### config.mk
export PLATFORM = sky130hd
export DESIGN_NAME = sap_run_ctrl
export DESIGN_NICKNAME = d
export VERILOG_FILES = /design/src/rtl/sap_run_ctrl.sv
export SDC_FILE = /design/constraint.sdc
export NUM_CORES = 1
export LEC_CHECK = 0
export CORE_ASPECT_RATIO = 1.5
export CORE_UTILIZATION = 45
export CTS_BUF_LIST = sky130_fd_sc_hd__clkbuf_4 sky130_fd_sc_hd__clkbuf_8
export CTS_CLUSTER_DIAMETER = 200
export DETAILED_ROUTE_END_ITERATION = 10
export GPL_TIMING_DRIVEN = 0
export PLACE_DENSITY = 0.78
export SYNTH_ARGS = -nofsm -noshare
export SYNTH_HDL_FRONTEND = slang
export SYNTH_SLANG_ARGS = --single-unit
### constraint.sdc
create_clock -name clk_i -period 1.98 [get_ports clk_i]
set_input_delay 0.495 -clock clk_i [delete_from_list [all_inputs] [get_ports clk_i]]
set_output_delay 0.495 -clock clk_i [all_outputs]
set_load 0.005 [all_outputs]
### src/rtl/sap_run_ctrl.sv
// sap_run_ctrl: loads a program over a valid/ready byte port with the core held in reset, then
// gates the core clock enable for run/pause/step and stops on low_halt. Macro: LOAD_CHECKSUM_EN.
module sap_run_ctrl #(
  parameter int ADDR_W      = 4,
  parameter int DATA_W      = 8,
  parameter int STEP_CYCLES = 6
) (
  input  logic              clk_i,
  input  logic              clr_i,
  input  logic              load_i,
  input  logic              start_i,
  input  logic              step_i,
  input  logic              stop_i,
  input  logic              host_valid_i,
  output logic              host_ready_o,
  input  logic [DATA_W-1:0] host_data_i,
  input  logic              host_last_i,
  input  logic              low_halt_i,
  output logic              cpu_en_o,
  output logic              cpu_clr_o,
  output logic              ram_we_o,
  output logic [ADDR_W-1:0] ram_addr_o,
  output logic [DATA_W-1:0] ram_data_o,
`ifdef LOAD_CHECKSUM_EN
  output logic [DATA_W-1:0] load_sum_o,
`endif
  output logic [2:0]        state_o,
  output logic [7:0]        instr_count_o
);

  localparam int PH_W = (STEP_CYCLES > 1) ? $clog2(STEP_CYCLES) : 1;
  localparam logic [PH_W-1:0] PH_LAST = PH_W'(STEP_CYCLES - 1);

  typedef enum logic [2:0] {
    S_IDLE   = 3'd0,
    S_LOAD   = 3'd1,
    S_RUN    = 3'd2,
    S_PAUSED = 3'd3,
    S_STEP   = 3'd4,
    S_HALTED = 3'd5
  } state_e;

  state_e            state_q, state_d;
  logic [PH_W-1:0]   phase_q;
  logic [7:0]        instr_q;
  logic [ADDR_W-1:0] wr_ptr_q;
  logic              ram_we_q;
  logic [ADDR_W-1:0] ram_addr_q;
  logic [DATA_W-1:0] ram_data_q;

  logic core_en, core_clr, accept, wrap, last_addr, load_entry;

  assign core_en    = (state_q == S_RUN) || (state_q == S_STEP);
  assign core_clr   = (state_q == S_IDLE) || (state_q == S_LOAD);
  assign accept     = host_valid_i && (state_q == S_LOAD);
  assign wrap       = core_en && (phase_q == PH_LAST);
  assign last_addr  = (wr_ptr_q == {ADDR_W{1'b1}});
  assign load_entry = (state_d == S_LOAD) && (state_q != S_LOAD);

  always_comb begin
    state_d = state_q;
    case (state_q)
      S_IDLE: begin
        if (load_i)       state_d = S_LOAD;
        else if (start_i) state_d = S_RUN;
        else if (step_i)  state_d = S_STEP;
      end
      S_LOAD: begin
        // Loading never wraps: the top address ends the load even without host_last.
        if (accept && (host_last_i || last_addr)) state_d = S_IDLE;
      end
      S_RUN: begin
        if (!low_halt_i)  state_d = S_HALTED;
        else if (stop_i)  state_d = S_PAUSED;
      end
      S_PAUSED: begin
        if (load_i)       state_d = S_LOAD;
        else if (start_i) state_d = S_RUN;
        else if (step_i)  state_d = S_STEP;
      end
      S_STEP: begin
        if (!low_halt_i)            state_d = S_HALTED;
        else if (stop_i || wrap)    state_d = S_PAUSED;
      end
      S_HALTED: begin
        if (load_i)       state_d = S_LOAD;
      end
      default:            state_d = S_IDLE;
    endcase
  end

  always_ff @(posedge clk_i) begin
    if (clr_i) begin
      state_q    <= S_IDLE;
      phase_q    <= '0;
      instr_q    <= '0;
      wr_ptr_q   <= '0;
      ram_we_q   <= 1'b0;
      ram_addr_q <= '0;
      ram_data_q <= '0;
    end else begin
      state_q <= state_d;
      // Phase mirrors the core ring counter, so it only moves when the core is enabled.
      if (core_clr) begin
        phase_q <= '0;
        instr_q <= '0;
      end else if (core_en) begin
        phase_q <= wrap ? '0 : phase_q + PH_W'(1);
        if (wrap) instr_q <= instr_q + 8'd1;
      end
      ram_we_q <= accept;
      if (accept) begin
        ram_addr_q <= wr_ptr_q;
        ram_data_q <= host_data_i;
        wr_ptr_q   <= wr_ptr_q + ADDR_W'(1);
      end else if (load_entry) begin
        ram_addr_q <= '0;
        wr_ptr_q   <= '0;
      end
    end
  end

`ifdef LOAD_CHECKSUM_EN
  logic [DATA_W-1:0] load_sum_q;

  always_ff @(posedge clk_i) begin
    if (clr_i || load_entry) load_sum_q <= '0;
    else if (accept)         load_sum_q <= load_sum_q + host_data_i;
  end

  assign load_sum_o = load_sum_q;
`endif

  assign host_ready_o  = (state_q == S_LOAD);
  assign cpu_en_o      = core_en;
  assign cpu_clr_o     = core_clr;
  assign ram_we_o      = ram_we_q;
  assign ram_addr_o    = ram_addr_q;
  assign ram_data_o    = ram_data_q;
  assign state_o       = state_q;
  assign instr_count_o = instr_q;

endmodule

==> results.md, run 1 <==
* Status: finished clean
* Total leakage power at 0.792 nW
* Dominant cell type by area after synthesis: dfxtp_1
* Port Buffers at 43
* Vias in the first global route at 1234
* # IOs at 44
* Htree depth at 2
* Commonest non-fill, non-tap cell in the layout: clkdlybuf4s50_1
* Syn avg cell area at 8.54 um2
* Fraction of layout cells with a size suffix above 1 at 16.9%
* Total grt overflow at 0
* Final hold slack at 452 ps
* Worst path slowest cell: dfxtp_4
* Worst setup EP type: output port
* Initial antenna violation count at 0
* Synth warnings at 0
* DRT antenna net count at 0
* Seq/Total Area, Yosys at 41.1%
* Final setup viols at 0
* Post-layout minimum cycle time at 1890 ps
* Number of cell rows at 25
* Routability congestion estimate at 0.794
* Drt wl/cell at 11.6 um
* Clock Skew at 5.88 ps
* CTS tree: yes
* Die height at 73.0 um
* Clk sinks at 31
* Drt initial violations at 20
* Crit path max-delay family: buffers and inverters
* Detailed placer's ending HPWL at 2300 um
* Max transition margin at 58.5%
* Required time of the critical path at 1480 ps
* Post-synth ARST share at 0%
* Clock Latency Late Sink at 280 ps
* Post-route setup slack at 90.4 ps
* Tot GR Track Use at 19.6%
* Cts bufs inserted at 5
* Buf/Inv on CP at 3
* Crit-path cells: xnor2_2 -> or2_1 -> buf_6 -> inv_1 -> clkdlybuf4s15_1
* Post-synth cell types at 46
* Die area at 0.00360 mm2
* Most frequent cells in the layout: clkdlybuf4s50_1 (38), nand2_1 (33), dfxtp_1 (28)
* Starting Density at 47.4%
* First-pass GRT wire length at 5330 um
* Post-Synthesis Net Count at 198
* Worst EP arrival at 1390 ps
* Pre-CTS setup slack at -370 ps
* DRC Markers at 0
* PD cells at 753 mW/mm2
* Placed Cells at 260
* Post-synth EDFFs at 0
* Top-area cell type share of the netlist area at 41.1%
* CP startpoint kind: register
* Die Width at 49.3 um
* Setup Crit Path Kind: reg -> out
* Max Fclk at 529 MHz
* Post-Route WL at 3150 um
* Fillers at 278
* DRT Pass-1 Iters at 6
* Post-synthesis cell count at 177
* Largest net degree at the start of global routing at 11
* Maximum vdd drop at 0.533 mV
* Number of synthesized register bits at 31
* Final nets at 251
* Root buffer cell: clkbuf_8
* Via Count at 1369
* Area of the multi-input gates at 847 um2
* Unrepaired setup endpoints after global routing: false
* Core area at 0.00319 mm2
* Hold Crit Class: reg -> reg
* CP max stage delay at 360 ps
* Post-Syn Area at 0.00151 mm2
* Max-cap violations at 0
* Fin cells at 271
* Maximum fanout along the worst path at 7
* Worst slew pin tran at 618 ps
* Vias per cell at 5.05
* Hold Vio Cnt, Final at 0
* Period utilization at 95.4%
* Slew Viols, Final at 0
* Most used flip-flop cell after synthesis: dfxtp_1
* Reg clk slew, reported paths at 70 ps
* Setup tns final at 0 ps
* Antenna Cells at 0
* Top post-synthesis cells by area: dfxtp_1 (41%), nand2_1 (8.2%), a21oi_1 (5.3%)
* Register area at 627 um2
* P&R area growth vs syn at 41.9%
* Clk buf depth at 2
-- kinds of logic (layout without fill, tap and decap cells) --
logic type / Yosys count / after routing / synth area share, %
buf+inv: 11 / 65 / 4.55
fa+ha+maj: 4 / 4 / 3.31
flops: 31 / 31 / 41.1
mux: 1 / 1 / 0.662
simple gates: 85 / 85 / 30.0
compound gates: 35 / 35 / 14.7
xor+xnor: 10 / 10 / 5.79
-- flip-flops by register name (all words and copies together) (netlist names) --
register / flops
instr_count_o: 8
ram_we_o: 1
ram_addr_o: 4
wr_ptr_q: 4
ram_data_o: 8
phase_q: 3
state_o: 3
-- cells in the mapped netlist (all sizes together), types with 3 or more instances --
cell and count:
nand2 34, dfxtp 31, nor2 17, a21oi 16
o21ai 11, xor2 6, buf 5, nand3 5
ha 4, nor2b 4, xnor2 4, clkbuf 3
inv 3, nor3 3
-- worst register-to-register path: stages, from the launching register on --
cell      delay, ps
dfxtp_1         350
inv_1            50
ha_1            220
a21oi_1         260
a21oi_1         130
o311ai_2        390
nor4b_4          80
buf_4           170
o21ai_1         140
-- layout make-up --
type | count | share of cell area (%)
buffer | 8 | 2.86
multi-input combinational | 135 | 39.5
clock buffer | 6 | 3.56
tap | 40 | 2.33
timing repair buffer | 46 | 21.4
sequential | 31 | 29.2
inverter | 3 | 0.525
clock inverter | 2 | 0.583
-- path summary, 6_finish.rpt --
path | start | to | slack, ps | cells after the start
min | ram_data_o[7] | ram_data_o[7] | 450 | 2
max | state_o[2] | cpu_en_o | 90 | 5
min reg2reg | ram_data_o[7] | ram_data_o[7] | 450 | 2
max reg2reg | phase_q[1] | ram_addr_o[0] | 120 | 8
-- report_power, final --
| part | internal, W | switching, W |
|---|---|---|
| Sequential | 0.000653 | 0.0000251 |
| Clock | 0.000259 | 0.000244 |
| Combinational | 0.000236 | 0.000198 |
| Total | 0.00115 | 0.000467 |
-- routing by layer --
layer | vias to the layer above | GRT usage, % | wire, um
li1 | 704 | - | -
met1 | 630 | 22.5 | 1340
met2 | 30 | 33.2 | 1620
met3 | 5 | 4.58 | 126
met4 | 0 | 10.8 | 62
met5 | - | 0 | 0
-- per-stage QoR --
stage | total power, W | utilization [%] | cell area [um2]
after detailed placement | 0.00109 | 62.4 | 1990
after CTS | 0.00163 | 66.4 | 2120
after global routing | 0.00170 | 67.2 | 2140
after global placement | 0.00109 | 62.4 | 1990
after floorplan | 0.000930 | - | 1510
final | 0.00162 | 67.2 | 2140
-- what timing repair did --
action,CTS,global route
pin swaps,2,2
setup endpoints to repair,11,10
endpoints found under the hold margin,0,0
setup buffers,2,1
hold buffers,0,0
gates resized for setup,9,8
Power figures use the tool's default switching activity.
==> run 2, diff against run 1 <==
--- a/config.mk
+++ b/config.mk
@@ -6,12 +6,13 @@
 export NUM_CORES = 1
 export LEC_CHECK = 0
 export CORE_ASPECT_RATIO = 1.5
-export CORE_UTILIZATION = 45
+export CORE_UTILIZATION = 49
 export CTS_BUF_LIST = sky130_fd_sc_hd__clkbuf_4 sky130_fd_sc_hd__clkbuf_8
 export CTS_CLUSTER_DIAMETER = 200
 export DETAILED_ROUTE_END_ITERATION = 10
 export GPL_TIMING_DRIVEN = 0
-export PLACE_DENSITY = 0.78
+export MAX_ROUTING_LAYER = met4
+export PLACE_DENSITY = 0.84
 export SYNTH_ARGS = -nofsm -noshare
 export SYNTH_HDL_FRONTEND = slang
 export SYNTH_SLANG_ARGS = --single-unit
==> run 2 against run 1 <==
  * Clock power increased by 25%
  * Maximum frequency is 1.5% higher
  * Die area is 7.9% lower
  * Critical path depth increased by 3
  * Sequential cell count did not move
  * Hold slack worse by 4.7 ps
  * Sequential power about the same
  * Combinational power grew 1%
  * Count of clock-buffer cells in the layout down 1
  * First-iteration DRC count increased by 30%
  * Non-clock buffer count unchanged
  * Final area grew 1.3%
  * Highest routed layer unchanged
==> results.md, run 2 (synthesis results as in run 1) <==
* Logic pwr share at 25.2%
* Period utilization at 94.0%
* Total leakage power at 0.814 nW
* Switching component of the power at 0.000481 W
* Placed cell areas at 0.00199 mm2
* Hold Vio Cnt, Final at 0
* Routability congestion estimate at 0.762
* Critical Path Source: step_i
* PD cells at 804 mW/mm2
* Switching part of the total at 27.5%
* R2r startpoint: phase_q[0]
* Fillers at 217
* Clock Latency Late Sink at 290 ps
* Total grt overflow at 0
* Largest net degree at the start of global routing at 12
* Max-cap violations at 0
* Status: finished clean
* Setup Crit Path Kind: in -> reg
* Final nets at 251
* Root buffer cell: clkbuf_8
* Via Count at 1398
* Required time of the critical path at 2210 ps
* P&R area growth vs syn at 43.8%
* Worst path slowest cell: clkdlybuf4s50_1
* DRT Pass-1 Iters at 4
* Worst setup EP type: register
* Post-route cell area at 0.00217 mm2
* Tot Pwr at 0.00175 W
* Core area at 0.00291 mm2
* Max transition margin at 57.4%
* Unrepaired setup endpoints after global routing: false
* Most frequent cells in the layout: clkdlybuf4s50_1 (37), nand2_1 (33), dfxtp_1 (28)
* Most common cell on crit path: nor4b_4
* Die Width at 47.3 um
* Register area at 627 um2
* CP startpoint kind: input port
* Post-Route WL at 3280 um
* CP max stage delay at 510 ps
* Hold Buf Count CTS at 0
* Hold_sp: ram_addr_o[2]
* Area of the multi-input gates at 856 um2
* Post-layout minimum cycle time at 1860 ps
* Clk sinks at 31
* Setup tns final at 0 ps
* Vias in the first global route at 1289
* Die area at 0.00332 mm2
* Reg clk slew, reported paths at 70 ps
* Clk buf depth at 2
* Tot GR Track Use at 23.6%
* Commonest non-fill, non-tap cell in the layout: clkdlybuf4s50_1
* Clk pwr share at 35.8%
* First-pass GRT wire length at 5420 um
* Drt wl/cell at 12.2 um
* DRC Markers at 0
* Cts bufs inserted at 5
* Clock Skew at 7.76 ps
* Cell Int Power at 0.00127 W
* Register share of total power at 39.0%
* Pre-CTS setup slack at -371 ps
* Initial antenna violation count at 0
* DRT antenna net count at 0
* Drt initial violations at 26
* Crit-path cells: clkdlybuf4s50_1 -> nor4b_4 -> a21oi_1 -> o311ai_2 -> buf_4 -> nor4b_4 -> buf_6 -> o21ai_1
* Hold Crit Class: reg -> reg
* Final setup viols at 0
* Htree depth at 2
* Max Fclk at 537 MHz
* Antenna Cells at 0
* Fraction of layout cells with a size suffix above 1 at 18.2%
* Maximum fanout along the worst path at 8
* Worst EP arrival at 2090 ps
* Detailed placer's ending HPWL at 2370 um
* Worst slew pin tran at 633 ps
* Port Buffers at 43
* Slew Viols, Final at 0
* Number of cell rows at 24
* Maximum vdd drop at 0.595 mV
* # IOs at 44
* Die height at 70.0 um
* Vias per cell at 5.18
* Post-route setup slack at 118 ps
* Starting Density at 51.9%
* CTS tree: yes
-- run 2: metal layers --
layer | vias up | global-route usage (%) | routed length (um)
met3 | 7 | 9.56 | 166
li1 | 709 | - | -
met4 | 0 | 12.1 | 85
met2 | 43 | 37.0 | 1710
met1 | 639 | 23.9 | 1320
met5 | - | - | 0
-- run 2: worst paths after layout --
kind	end	slack [ps]	cells past startpoint
min	ram_addr_o[2]	450	2
max	wr_ptr_q[1]	120	8
min reg2reg	ram_addr_o[2]	450	2
max reg2reg	wr_ptr_q[1]	170	7
-- run 2: final cells by class --
type	instances	share of cell area [%]
flip-flops and latches	31	28.8
clock buffers	5	3.17
plain buffers	8	2.82
well taps	39	2.25
inverters	3	0.518
repair buffers	46	21.0
clock inverters	3	2.01
multi-input cells	135	39.4
-- run 2: timing repair --
action                     CTS  global route
resized for setup            7            14
setup buffers                2             1
cloned                       0             0
setup endpoints to repair   11             9
pin swaps                    2             1
-- run 2: power by group through the flow --
stage	Sequential, W	Clock (W)	Combinational, W
2_1_floorplan	0.000687	0	0.000244
3_3_place_gp	0.000688	0	0.000395
3_5_place_dp	0.000689	0	0.000399
4_1_cts	0.000678	0.000639	0.000422
5_1_grt	0.000685	0.000669	0.000478
6_report	0.000680	0.000626	0.000440
-- run 2: worst max-delay path: cells and delay by family --
family | cells | cell delay [ps]
AO/OA/AOI/OAI | 3 | 480
buffers and inverters | 3 | 830
AND/OR/NAND/NOR | 2 | 280
-- run 2: per-stage QoR --
step / cells / utilization (%) / hold slack [ps]
after floorplan: 177 / - / 445
after global placement: 259 / 68.3 / 437
after detailed placement: 259 / 68.3 / 440
after CTS: 269 / 73.0 / 452
after global routing: 270 / 74.6 / 481
final: 270 / 74.6 / 448
